$ cat src/rtl/vga_timing_pkg.sv
// Shared constants for the VGA raster generator.
//   - default 640x480@60 timing and the derived line/frame totals
//   - raster counter width
//   - per-axis phase encoding (VISIBLE=0, FRONT=1, SYNC=2, BACK=3)
package vga_timing_pkg;

  localparam int CNT_W = 10;

  localparam int DEF_H_VISIBLE = 640;
  localparam int DEF_H_FRONT   = 16;
  localparam int DEF_H_SYNC    = 96;
  localparam int DEF_H_BACK    = 48;
  localparam int H_TOTAL       = DEF_H_VISIBLE + DEF_H_FRONT + DEF_H_SYNC + DEF_H_BACK;

  localparam int DEF_V_VISIBLE = 480;
  localparam int DEF_V_FRONT   = 10;
  localparam int DEF_V_SYNC    = 2;
  localparam int DEF_V_BACK    = 33;
  localparam int V_TOTAL       = DEF_V_VISIBLE + DEF_V_FRONT + DEF_V_SYNC + DEF_V_BACK;

  localparam int DEF_SCALE_SHIFT = 1;

  typedef enum logic [1:0] {
    PH_VISIBLE = 2'd0,
    PH_FRONT   = 2'd1,
    PH_SYNC    = 2'd2,
    PH_BACK    = 2'd3
  } phase_t;

endpackage

$ cat src/rtl/vga_axis_counter.sv
// One raster axis: position counter, phase FSM and wrap flag.
// Ports:
//   clk, rst_n : clock, async active-low reset
//   step       : advance one position this clock
//   cnt        : current position 0..TOTAL-1
//   phase      : phase of the current position
//   wrap       : step is taking cnt from TOTAL-1 back to 0 (combinational)
//
// state      | meaning
// PH_VISIBLE | cnt in 0 .. VISIBLE-1
// PH_FRONT   | cnt in the front porch
// PH_SYNC    | cnt in the sync pulse (sync output asserted)
// PH_BACK    | cnt in the back porch, up to TOTAL-1
import vga_timing_pkg::*;

module vga_axis_counter #(
  parameter int VISIBLE = DEF_H_VISIBLE,
  parameter int FRONT   = DEF_H_FRONT,
  parameter int SYNC    = DEF_H_SYNC,
  parameter int BACK    = DEF_H_BACK
) (
  input  logic             clk,
  input  logic             rst_n,
  input  logic             step,
  output logic [CNT_W-1:0] cnt,
  output phase_t           phase,
  output logic             wrap
);

  localparam int TOTAL = VISIBLE + FRONT + SYNC + BACK;
  localparam logic [CNT_W-1:0] END_VIS   = CNT_W'(VISIBLE - 1);
  localparam logic [CNT_W-1:0] END_FRONT = CNT_W'(VISIBLE + FRONT - 1);
  localparam logic [CNT_W-1:0] END_SYNC  = CNT_W'(VISIBLE + FRONT + SYNC - 1);
  localparam logic [CNT_W-1:0] END_TOTAL = CNT_W'(TOTAL - 1);

  phase_t phase_d;

  assign wrap = step && (cnt == END_TOTAL);

  always_ff @(posedge clk or negedge rst_n) begin
    if (!rst_n) begin
      cnt   <= '0;
      phase <= PH_VISIBLE;
    end else begin
      phase <= phase_d;
      if (step) cnt <= wrap ? '0 : cnt + 1'b1;
    end
  end

  // Phase moves together with cnt, so it always describes the current position.
  always_comb begin
    phase_d = phase;
    if (step) begin
      unique case (phase)
        PH_VISIBLE: if (cnt == END_VIS)   phase_d = PH_FRONT;
        PH_FRONT:   if (cnt == END_FRONT) phase_d = PH_SYNC;
        PH_SYNC:    if (cnt == END_SYNC)  phase_d = PH_BACK;
        PH_BACK:    if (cnt == END_TOTAL) phase_d = PH_VISIBLE;
        default:    phase_d = PH_VISIBLE;
      endcase
    end
  end

endmodule

$ cat src/rtl/vga_timing_gen.sv
// VGA raster timing generator with 2x2 pixel scaling and a registered
// colour return path aligned to the sync outputs.
// Ports:
//   clk, rst_n  : clock, async active-low reset
//   pix_en      : raster step enable (ignored when VGA_PIX_DIV_EN is defined)
//   rgb_in[2:0] : colour from the pixel blocks for the current x/y
//   x[8:0]      : logical column, 0 while blanked
//   y[7:0]      : logical row, 0 while blanked
//   active      : x/y lie in the visible area
//   hsync/vsync : active-low syncs, aligned with rgb_out
//   rgb_out     : registered colour, 0 during blanking
//   frame_start : one-clock pulse when the raster wraps to (0,0)
// Build option: VGA_PIX_DIV_EN -- derive the step from an internal divide-by-2
// toggle instead of pix_en.
import vga_timing_pkg::*;

module vga_timing_gen #(
  parameter int H_VISIBLE   = DEF_H_VISIBLE,
  parameter int H_FRONT     = DEF_H_FRONT,
  parameter int H_SYNC      = DEF_H_SYNC,
  parameter int H_BACK      = DEF_H_BACK,
  parameter int V_VISIBLE   = DEF_V_VISIBLE,
  parameter int V_FRONT     = DEF_V_FRONT,
  parameter int V_SYNC      = DEF_V_SYNC,
  parameter int V_BACK      = DEF_V_BACK,
  parameter int SCALE_SHIFT = DEF_SCALE_SHIFT
) (
  input  logic       clk,
  input  logic       rst_n,
  input  logic       pix_en,
  input  logic [2:0] rgb_in,
  output logic [8:0] x,
  output logic [7:0] y,
  output logic       active,
  output logic       hsync,
  output logic       vsync,
  output logic [2:0] rgb_out,
  output logic       frame_start
);

  logic             step;
  logic [CNT_W-1:0] h_cnt, v_cnt;
  phase_t           h_phase, v_phase;
  logic             h_wrap, v_wrap;
  logic             vis;
  logic [CNT_W-1:0] h_scaled, v_scaled;
  logic             hsync_s1, vsync_s1;
  logic             unused_bits;

`ifdef VGA_PIX_DIV_EN
  logic div_q;
  logic unused_pix_en;

  assign unused_pix_en = pix_en;

  always_ff @(posedge clk or negedge rst_n) begin
    if (!rst_n) div_q <= 1'b0;
    else        div_q <= ~div_q;
  end

  assign step = div_q;
`else
  assign step = pix_en;
`endif

  vga_axis_counter #(
    .VISIBLE(H_VISIBLE), .FRONT(H_FRONT), .SYNC(H_SYNC), .BACK(H_BACK)
  ) u_h (
    .clk(clk), .rst_n(rst_n), .step(step),
    .cnt(h_cnt), .phase(h_phase), .wrap(h_wrap)
  );

  vga_axis_counter #(
    .VISIBLE(V_VISIBLE), .FRONT(V_FRONT), .SYNC(V_SYNC), .BACK(V_BACK)
  ) u_v (
    .clk(clk), .rst_n(rst_n), .step(step & h_wrap),
    .cnt(v_cnt), .phase(v_phase), .wrap(v_wrap)
  );

  assign vis         = (h_phase == PH_VISIBLE) && (v_phase == PH_VISIBLE);
  assign h_scaled    = h_cnt >> SCALE_SHIFT;
  assign v_scaled    = v_cnt >> SCALE_SHIFT;
  assign unused_bits = ^{h_scaled[CNT_W-1:9], v_scaled[CNT_W-1:8]};

  // Stage 1 registers coordinates/active and sync; stage 2 registers the colour
  // returned for those coordinates and re-delays sync so both leave together.
  always_ff @(posedge clk or negedge rst_n) begin
    if (!rst_n) begin
      x           <= '0;
      y           <= '0;
      active      <= 1'b0;
      hsync_s1    <= 1'b1;
      vsync_s1    <= 1'b1;
      hsync       <= 1'b1;
      vsync       <= 1'b1;
      rgb_out     <= 3'b000;
      frame_start <= 1'b0;
    end else begin
      frame_start <= h_wrap & v_wrap;
      if (step) begin
        active   <= vis;
        x        <= vis ? h_scaled[8:0] : '0;
        y        <= vis ? v_scaled[7:0] : '0;
        hsync_s1 <= (h_phase != PH_SYNC);
        vsync_s1 <= (v_phase != PH_SYNC);
        rgb_out  <= active ? rgb_in : 3'b000;
        hsync    <= hsync_s1;
        vsync    <= vsync_s1;
      end
    end
  end

endmodule

$ cat config.mk
export PLATFORM = sky130hd
export DESIGN_NAME = vga_timing_gen
export DESIGN_NICKNAME = d
export VERILOG_FILES = /design/src/rtl/vga_timing_pkg.sv /design/src/rtl/vga_axis_counter.sv /design/src/rtl/vga_timing_gen.sv
export SDC_FILE = /design/constraint.sdc
export NUM_CORES = 1
export LEC_CHECK = 0
export CELL_PAD_IN_SITES_DETAIL_PLACEMENT = 0
export CELL_PAD_IN_SITES_GLOBAL_PLACEMENT = 1
export CORE_MARGIN = 1
export CORE_UTILIZATION = 30
export DETAILED_ROUTE_END_ITERATION = 10
export PLACE_DENSITY_LB_ADDON = 0.15
export SLEW_MARGIN = 20
export SYNTH_ARGS = -nofsm -noshare
export SYNTH_HDL_FRONTEND = slang
export SYNTH_SLANG_ARGS = --single-unit
$ cat constraint.sdc
create_clock -name clk -period 4.8 [get_ports clk]
set_input_delay 0.96 -clock clk [delete_from_list [all_inputs] [get_ports clk]]
set_output_delay 0.96 -clock clk [all_outputs]
set_load 0.005 [all_outputs]
### Word level (Yosys, flattened, before mapping)

Index checks and enable logic that the tools add are counted.

| storage, ports and cells | value |
|---|---|
| input port bits | 6 |
| output and inout port bits | 24 |
| register bits after elaboration | 50 |

| operators by class | value |
|---|---|
| $add $sub $neg | 2 |
| reduce and logical (&&, ||, !) cells | 7 |
| bitwise logic cells | 2 |
| equal/unequal tests | 24 |
| mux-type cells | 15 |

Operators by type and width:

| kind | number |
|---|---|
| equality test 10 bit (second input constant) | 5 |
| equality test 10 x 9 -> 1 bit (second input constant) | 3 |
| adder 10 x 1 -> 10 bit (second input constant) | 2 |
| 2-to-1 mux 10 bit | 2 |
| 2-to-1 mux 2 bit | 8 |
| != test 2 x 1 -> 1 bit (second input constant) | 8 |
| case mux 2 bit (4 select lines) | 2 |
| AND reduction 5 bit | 2 |
| 2-to-1 mux 9 bit | 1 |
| equality test 2 bit (second input constant) | 4 |
| 2-to-1 mux 8 bit | 1 |
| equality test 2 x 1 -> 1 bit (second input constant) | 2 |
| logical NOT 2 bit | 2 |
| != test 2 bit (second input constant) | 2 |
| logical AND 1 bit | 3 |
| 2-to-1 mux 3 bit | 1 |
| bitwise AND 1 bit | 2 |

### Logic depth before layout (Yosys ltp)

Gate-level depths: netlist (run 1).

| logic depth | value |
|---|---|
| depth in word-level cells | 5 |
| mapped depth | 7 |

### By module

Synthesis (run 1) repeated with hierarchy kept, for this count alone.

| second synthesis, totals | value |
|---|---|
| cell total of the unflattened synthesis | 241 |
| area total of the unflattened synthesis | 2642.5 um2 |

By module, submodules not included:

| module | sequential area each (um2) | cells each | times used | area each (um2) |
|---|---|---|---|---|
| vga_timing_gen | 655.6 | 90 | 1 | 1132.3 |
| vga_axis_counter at u_v | 300.3 | 76 | 1 | 757.0 |
| vga_axis_counter at u_h | 300.3 | 75 | 1 | 753.2 |

### Least setup slack after synthesis (run 1)

OpenSTA, ideal clock, no wires.

| path | value |
|---|---|
| kind | input-to-reg |
| start | input pix_en |
| end | register u_v.phase[1] |
| stages on the path | 6 |
| setup slack | 2.570 ns |
| required time | 4.675 ns |
| arrival time | 2.105 ns |
| cell sequence | buf_2 inv_1 nor2_1 nand2_1 a2111oi_4 mux2_4 |

| between the ends | value |
|---|---|
| cells in the longest elaborated chain, start to end | 3 |

Ends and longest elaborated chain:

| what | RTL line | text |
|---|---|---|
| from (decl) | vga_timing_gen.sv:30 | `input logic pix_en,` |
| logical AND 1 bit | vga_axis_counter.sv:38 | `assign wrap = step && (cnt == END_TOTAL);` |
| bitwise AND 1 bit * | vga_timing_gen.sv:76 | `.clk(clk), .rst_n(rst_n), .step(step & h_wrap),` |
| AND reduction 5 bit (no line) * | n/a |  |
| to (signal assigned) | vga_axis_counter.sv:45 | `phase <= phase_d;` |
| to (decl) | vga_axis_counter.sv:26 | `output phase_t phase,` |

Every way passes the cells marked *; elsewhere a longest branch is shown, timed or not.
A chain may end at the register's enable or synchronous reset.

### Worst setup path in the final report (run 1)

Ends and elaborated chain as after synthesis.

==> flow_summary.toml, run 1 <==
[timing]
finalCritPeriodShare = 0.6183
timing.setup.tns_ns = 0
hold_viol = 0
rsz0062_at_grt = "no"
maxSlewHeadroom = 0.5180
finalSetupViolCount = 0
tightest_slew_ns = 0.7230
fmax_mhz = 337.0
skew_ns = 0.006970
holdWs_ns = 0.4944
drv_slew = 0
period_minus_slack_ns = 2.968

[clock_network]
cts_made_buffers = 5
post_cts_buffers = 0
cts_tree = "done"
cts.reportedPaths.clkPinSlew_ns = 0.09
cts_hold_buf = 0
htreeDepth = 2
cts-root-buf = "clkbuf_8"
cts_resized = 0
clkSinkCount = 50
clk_path_buf_depth = 2
clk_latency_ns = 0.30

[yosys]
synth_common_cells = "dfrtp_1 (46), nand2_1 (18), a22o_1 (17)"
synth-seq-cells = 50
synth_ff_type = "dfrtp_1"
synth-edff-count = 0
avgSynthCellArea_um2 = 11.03
yosysSeqAreaShare = 0.5130
synth_fp_nets = 240
synth_warnings = 0
synth_area_leaders = "dfrtp_1 (47%), ha_1 (6.1%), a22o_1 (6.1%), dfstp_2 (4.3%), o21ai_0 (3.3%)"
synth_cells = 222
yosys.area.top_type_share = 0.4701
yosys.cell_count.top_type = "dfrtp_1"
synthArstFlopShare = 1.000
synthesis.area_mm2 = 0.002449
synth.distinct_cells = 45
post-synth-top-area-cell = "dfrtp_1"

[placement]
routabilityCongestion = 0.7121
portBuffers = 29
dp_cells = 342
dp_hpwl_mm = 3.468

[route]
vias = 1686
drt_pass1_iterations = 4
drc = 0
drt-wirelength-per-cell_um = 14.85
wl_mm = 5.198
viasPerCell = 4.817
drt_iter0_drc = 90
ant_nets = 0

[job]
cap_violations = 0

[final_layout]
ff_latch_area_mm2 = 0.001256
final.fill_count = 774
layout.cells.non_filler = 350
multi_input_area_mm2 = 0.001067
diodes = 0
drive_gt1_frac = 0.1290
area_growth_syn_to_layout_pct = 18.70
layout.nets = 265

[critical_path]
worstPathMaxFanout = 24
slowest_stage = "clkdlybuf4s50_1"
start_kind = "input pin"
required_ns = 5.00
crit_type = "in -> reg"
cp_num_buf_inv = 3
crit_chain = "clkdlybuf4s50_1 > buf_4 > inv_1 > nor2_1 > nand2_1 > a2111oi_4 > mux2_4"
cpLargestDelayFamily = "buffers and inverters"
cp.arrival_ns = 3.16
crit_path_max_incr_delay_ns = 0.45
crit_path_end_kind = "flop"

[global_routing]
antenna_found_initial = 0
grt_max_degree = 51
grt_pass1_vias = 1678
grt.total_usage = 0.1327
grt_pass1_wl_mm = 8.859
grt_remaining_overflow = 0

[hold_path]
hp-class = "reg -> reg"

[floorplan]
ios = 30
die_h_um = 92.35
die_w_um = 92.35
start_util = 0.3136
die-area_mm2 = 0.008528
rows = 32
core-area_mm2 = 0.007807

[run_status]
status = "finished clean"

[power]
p_leak_nw = 1.267
finalPower_uw = 843.8
ir_worst_vdd_v = 0.0001343
power_density_mw_per_mm2 = 290.3
[cell usage in the layout (no fill, tap or decap), types with 2 or more instances in the layout]
cell type,n
a22o_1,17
a31oi_1,2
and3_1,4
buf_4,3
clkbuf_8,6
clkdlybuf4s50_1,28
dfrtp_1,46
dfstp_2,4
ha_1,12
inv_1,14
mux2_2,3
mux2i_1,2
nand2_1,18
nand2b_1,3
nand3_1,6
nand4_1,7
nand4b_2,2
nor2_1,13
nor3_1,3
nor4_2,2
o21ai_0,16
o31ai_1,3
o41ai_1,2
xnor2_1,8
xor2_1,2
[path summary, 6_finish.rpt]
| kind | from | to | slack (ns) | cells after the start |
|---|---|---|---|---|
| worst max-delay path | pix_en | u_v.phase[1]$_DFFE_PN0P_ | 1.83 | 7 |
| worst min-delay path | vsync_s1$_DFFE_PN1P_ | vsync_s1$_DFFE_PN1P_ | 0.49 | 2 |
| worst max register to register | u_v.cnt[1]$_DFFE_PN0P_ | u_v.phase[1]$_DFFE_PN0P_ | 2.65 | 7 |
| worst min register to register | vsync_s1$_DFFE_PN1P_ | vsync_s1$_DFFE_PN1P_ | 0.49 | 2 |
| max in group asynchronous | rst_n | u_h.cnt[1]$_DFFE_PN0P_ | 3.61 | 2 |
| min in group asynchronous | rst_n | u_v.phase[0]$_DFFE_PN0P_ | 0.76 | 2 |
[metrics by stage]
stage / utilization / area [um2] / setup WS, ns
4_1_cts: 0.3723 / 2907 / 1.837
2_1_floorplan: - / 2449 / 2.570
6_report: 0.3723 / 2907 / 1.832
3_3_place_gp: 0.3601 / 2811 / 1.539
3_5_place_dp: 0.3601 / 2811 / 1.519
5_1_grt: 0.3723 / 2907 / 1.710
[kinds of logic (layout without fill, tap and decap cells)]
kind of cell,after synthesis,after routing,synth area share
and+or+nand+nor,68,68,0.1620
DFF,50,50,0.5130
AOI/OAI and AO/OA,47,47,0.1441
buffers and inverters,28,54,0.05110
adders and majority gates,12,12,0.06132
xor gates and xnor gates,10,10,0.03577
muxes,7,7,0.03270
[cell type report]
type	count	share of cell area
repair buffers	32	0.1059
clock buffers	6	0.02841
inverters	14	0.01808
well taps	102	0.04391
flip-flops and latches	50	0.4322
multi-input cells	144	0.3672
clock inverters	2	0.004305
[sequential cells by signal, indices dropped and copies added (netlist names), 2 cells and up]
register and count:
rgb_out 3, u_v.phase 2, y 8, u_h.phase 2, u_h.cnt 10, u_v.cnt 10, x 9
[worst reg2reg max path, stage by stage (launching register included)]
cell and delay [ns]:
dfrtp_1 0.47, inv_1 0.13, ha_1 0.18, nand2_1 0.06
and4bb_4 0.41, nor2b_4 0.06, a2111oi_4 0.41, mux2_4 0.33
[report_power, final]
group	total [mW]	switching, mW	internal [mW]
Sequential	0.503	0.0523	0.451
Combinational	0.0803	0.0405	0.0398
Clock	0.260	0.144	0.116
Total	0.844	0.237	0.607
[layer usage]
metal  track usage  vias to the layer above  part of all wire
met5             0                        -                 0
met4       0.04297                        0             0.015
met3       0.02627                        6             0.045
met2        0.1988                       38              0.42
met1        0.1910                      813              0.52
li1              -                      829                 -
Power figures use the tool's default switching activity.
==> run 2, diff against run 1 <==
==> constraint.sdc (replaced) <==
create_clock -name clk -period 3 [get_ports clk]
set_input_delay 0.6 -clock clk [delete_from_list [all_inputs] [get_ports clk]]
set_output_delay 0.6 -clock clk [all_outputs]
set_load 0.005 [all_outputs]
==> flow_summary.toml, run 2 (synthesis results as in run 1) <==
[run_status]
status = "finished clean"

[clock_network]
clkSinkCount = 50
cts_resized = 0
cts_tree = "done"
clk_path_buf_depth = 2
cts.reportedPaths.clkPinSlew_ns = 0.09
post_cts_buffers = 0
clk_latency_ns = 0.30
htreeDepth = 2
cts_hold_buf = 0
cts-root-buf = "clkbuf_8"
cts_made_buffers = 5

[global_routing]
grt.total_usage = 0.1334
grt_pass1_wl_mm = 8.914
grt_pass1_vias = 1671
antenna_found_initial = 0
grt_max_degree = 30
grt_remaining_overflow = 0

[placement]
dp_cells = 344
routabilityCongestion = 0.7789
portBuffers = 29
dp_hpwl_mm = 3.609

[hold_path]
hp-class = "in -> async"

[floorplan]
ios = 30
die-area_mm2 = 0.008528
core-area_mm2 = 0.007807
rows = 32
die_h_um = 92.35
die_w_um = 92.35
start_util = 0.3136

[power]
power_density_mw_per_mm2 = 511.8
p_leak_nw = 1.302
ir_worst_vdd_v = 0.0002030

[critical_path]
worstPathMaxFanout = 6
start_kind = "input pin"
crit_type = "in -> reg"
required_ns = 3.19
r2r_slack_ns = 0.93
slowest_stage = "clkdlybuf4s50_1"
cp.arrival_ns = 2.30
r2r-start = "u_v.cnt[1]$_DFFE_PN0P_"
crit_path_end_kind = "flop"
r2r-end = "u_v.phase[1]$_DFFE_PN0P_"
crit_chain = "clkdlybuf4s50_1 > inv_1 > nor2_1 > nand2_1 > a2111oi_4 > mux2_4"
crit_path_max_incr_delay_ns = 0.58
reg2regPathDepth = 7

[timing]
skew_ns = 0.005825
tightest_slew_ns = 0.5156
period_minus_slack_ns = 2.109
finalCritPeriodShare = 0.7029
finalSetupViolCount = 0
maxSlewHeadroom = 0.6563
timing.setup.tns_ns = 0
drv_slew = 0
rsz0062_at_grt = "no"
fmax_mhz = 474.3
hold_viol = 0

[final_layout]
drive_gt1_frac = 0.1360
layout.nets = 267
most-common-layout-cells = "dfrtp_1 (46), clkdlybuf4s50_1 (28), nand2_1 (18), a22o_1 (17), o21ai_0 (16)"
final_common_cell = "dfrtp_1"
final.fill_count = 782
diodes = 0
area_growth_syn_to_layout_pct = 21.26
finish.utilization = 0.3803
layout.cells.non_filler = 352
reg.largest.list = "u_h.cnt (10), u_v.cnt (10), x (9)"

[route]
drc = 0
drt_pass1_iterations = 4
drt_iter0_drc = 112
vias = 1668
wl_mm = 5.152
ant_nets = 0
viasPerCell = 4.739
drt-wirelength-per-cell_um = 14.64

[job]
cap_violations = 0
==> run 2: cell count changes in the layout (fill, tap and decap cells not counted), sizes merged <==
cell	previous run	this run
buf	4	6
bufinv	0	2
clkinv	1	0
clkinvlp	1	0
==> run 2: where the power goes <==
part / internal (mW) / switching (mW) / leakage (nW) / total, mW
clock: 0.356 / 0.230 / 0.0714 / 0.586
sequential: 0.721 / 0.0823 / 0.660 / 0.804
combinational: 0.0647 / 0.0651 / 0.571 / 0.130
==> run 2: layer usage <==
| layer | vias to the layer above | routed length, um | global-route usage |
|---|---|---|---|
| met1 | 795 | 2801 | 0.2042 |
| li1 | 835 | - | - |
| met3 | 4 | 153 | 0.02709 |
| met2 | 34 | 2142 | 0.1889 |
| met4 | 0 | 55 | 0.03516 |
| met5 | - | 0 | 0 |
==> run 2: worst max-delay path by stage <==
stage	startpoint	cells after the start	slack (ns)	to
floorplan	u_v.cnt[1]$_DFFE_PN0P_	7	1.11	u_v.phase[1]$_DFFE_PN0P_
global placement	pix_en	6	0.60	u_v.phase[1]$_DFFE_PN0P_
detailed placement	pix_en	6	0.55	u_v.phase[1]$_DFFE_PN0P_
CTS	pix_en	6	0.87	u_v.phase[1]$_DFFE_PN0P_
global route	pix_en	7	0.73	u_v.cnt[8]$_DFFE_PN0P_
finish	pix_en	6	0.89	u_v.phase[1]$_DFFE_PN0P_
==> run 2: final cells by class <==
class	instances	area [um2]	share of cell area
inverter	14	52.55	0.01770
clock buffer	6	82.58	0.02781
multi-input combinational	144	1067	0.3595
clock inverter	2	60.06	0.02023
sequential	50	1256	0.4231
timing repair buffer	34	322.8	0.1087
tap	102	127.6	0.04298
==> run 2: worst max-delay path, delay by kind of cell <==
family          cells  cell delay, ns
buf+inv             2            0.66
mux                 1            0.33
compound gates      1            0.31
simple gates        2            0.40
==> run 2: per-stage QoR <==
step	total power [mW]	setup slack (ns)	hold slack (ns)	cell area (um2)
4_1_cts	1.538	0.8698	0.2777	2969
3_3_place_gp	0.9476	0.6017	0.4837	2826
5_1_grt	1.599	0.7266	0.2852	2969
2_1_floorplan	0.8943	1.106	0.3044	2449
6_report	1.519	0.8914	0.2545	2969
3_5_place_dp	0.9497	0.5481	0.4831	2826
==> RTL edit, RTL diff (settings of run 2) <==
Register the output `x` once more; this adds one clock of latency there. The other outputs are not delayed to match.
--- a/src/rtl/vga_timing_gen.sv
+++ b/src/rtl/vga_timing_gen.sv
@@ -38,4 +38,6 @@
   output logic       frame_start
 );
+
+  logic [8:0] x_s0;
 
   logic             step;
@@ -87,5 +89,5 @@
   always_ff @(posedge clk or negedge rst_n) begin
     if (!rst_n) begin
-      x           <= '0;
+      x_s0        <= '0;
       y           <= '0;
       active      <= 1'b0;
@@ -100,5 +102,5 @@
       if (step) begin
         active   <= vis;
-        x        <= vis ? h_scaled[8:0] : '0;
+        x_s0     <= vis ? h_scaled[8:0] : '0;
         y        <= vis ? v_scaled[7:0] : '0;
         hsync_s1 <= (h_phase != PH_SYNC);
@@ -111,4 +113,8 @@
   end
 
+  always_ff @(posedge clk) begin
+    x <= x_s0;
+  end
+
 endmodule
 
Behaviour: not the same (a bounded check fails within 4 cycles, from zero or initial values and one cycle with rst_n low).
==> RTL edit against run 2 <==
Sequential share of layout area rose by 2.7 points. First-iteration DRC count fell by 62%. Area after synthesis rose by 6.1%. Design area rose by 7.5%. Utilization rose by 0.45 points. Final cell count rose by 5.1%. Routed wire length rose by 3.1%. Sequential cell count rose by 9. Worst setup slack got worse by 0.070 ns. Total power rose by 23%. Highest routed layer unchanged.
==> RTL edit: results (changes against run 2) <==
status complete, no violations (unchanged); post-synthesis instance total 232 (was 222); clock tree cell share of total cell area 6.86% (was 4.80%); worst path arrival time 2.40 ns (was 2.30 ns); total leakage power 1.40 nW (was 1.30 nW); maximum number of pins on one net before global-route repair 25 (was 30); worst setup timing slack at the placement stage 0.738 ns (was 0.548 ns); Seq. cell area 1440 sq um (was 1260 sq um); instance area after placement 2970 sq um (was 2830 sq um); CTS H-tree depth 3 (was 2); overall global routing resource usage 13.2% (was 13.3%); multi-input gate count 142 (was 144); worst voltage drop across the vdd grid 0.337 mV (was 0.203 mV); global-route wire length before repair 8.86 mm (was 8.91 mm); total number of nets in the final design 278 (was 267); P per Cell Area 583 nW/um^2 (was 512 nW/um^2); biggest regs u_h.cnt x10, u_v.cnt x10 (was u_h.cnt x10, u_v.cnt x10, x x9); library cells used by synthesis 39 (was 45); clock latency on the worst-skew pair 0.33 ns (was 0.30 ns); GPL Wtd Cong 0.736 (was 0.779); PnR Total Power 1.86 mW (was 1.52 mW); vias in the first global route 1702 (was 1671); average routed wire per standard cell 14.4 um (was 14.6 um); Die Outline Area 9030 sq um (was 8530 sq um); share of post-route cells with drive strength above 1 12.8% (was 13.6%); number of design-rule violations left by the first detailed-router iteration 43 (was 112); power attributed to the clock group 795 uW (was 586 uW); buffer share of cell area 10.1% (was 10.9%); biggest fanout along the worst timing path 5 (was 6); Max Clock Skew 0.00735 ns (was 0.00583 ns); Post-DP HPWL 3.63 mm (was 3.61 mm); multi-input combinational area share 32.3% (was 35.9%); NetSw 467 uW (was 378 uW); most frequent cells after synthesis 46 x dfrtp_1, 18 x nand2_1, 17 x a22o_1, 14 x inv_1, 13 x o21ai_0 (was 46 x dfrtp_1, 18 x nand2_1, 17 x a22o_1, 16 x o21ai_0, 14 x inv_1); Clk pin slew, worst setup/hold paths 0.07 ns (was 0.09 ns); Slew HR 47.7% (was 65.6%); sequential area share after synthesis 55.3% (was 51.3%); fill cell total of the finished layout 836 (was 782); sequential power share 50.3% (was 52.9%); cells taking the most area after synthesis dfrtp_1 44%, dfxtp_1 6.9%, ha_1 5.8% (was dfrtp_1 47%, ha_1 6.1%, a22o_1 6.1%); clock buf count 11 (was 6)
-- RTL edit: cell types whose count changed in the layout (fill, tap and decap cells not counted), moves of 3 or more --
cell,change
nand4_1,+3
o21ai_0,-3
dfxtp_1,+9
nand3_1,+5
nand2b_1,-3
clkbuf_8,+4
-- RTL edit: kinds of logic after synthesis --
| family | synth area share (%) |
|---|---|
| xor+xnor | 3.71 |
| compound gates | 11.1 |
| fa+ha+maj | 5.78 |
| buf+inv | 5.01 |
| simple gates | 15.6 |
| mux | 3.47 |
| flops | 55.3 |
-- RTL edit: worst max-delay path: stages (launching register included) --
cell and delay (ns):
dfrtp_1 0.42, inv_1 0.13, ha_1 0.16, nand4_1 0.12, or4b_4 0.56, a211o_1 0.36, mux2_4 0.30
-- RTL edit: per-layer routing --
metal | wire length (um) | share of wire [%] | track usage [%] | up-vias
li1 | - | - | - | 871
met4 | 41 | 0.77 | 4.55 | 0
met1 | 2890 | 54 | 19.2 | 848
met2 | 2160 | 41 | 17.7 | 38
met5 | 0 | 0 | 0 | -
met3 | 218 | 4.1 | 4.86 | 4
-- RTL edit: path summary, 6_finish.rpt --
kind                            slack, ns                   start                        to
worst max-delay path                 0.82  u_v.cnt[1]$_DFFE_PN0P_  u_v.phase[1]$_DFFE_PN0P_
worst min-delay path                 0.19                   rst_n    rgb_out[0]$_DFFE_PN0P_
worst max register to register       0.82  u_v.cnt[1]$_DFFE_PN0P_  u_v.phase[1]$_DFFE_PN0P_
worst min register to register       0.37     x_s0[0]$_DFFE_PN0P_              x[0]$_DFF_P_
max in group asynchronous            2.18                   rst_n      hsync_s1$_DFFE_PN1P_
min in group clk                     0.37     x_s0[0]$_DFFE_PN0P_              x[0]$_DFF_P_
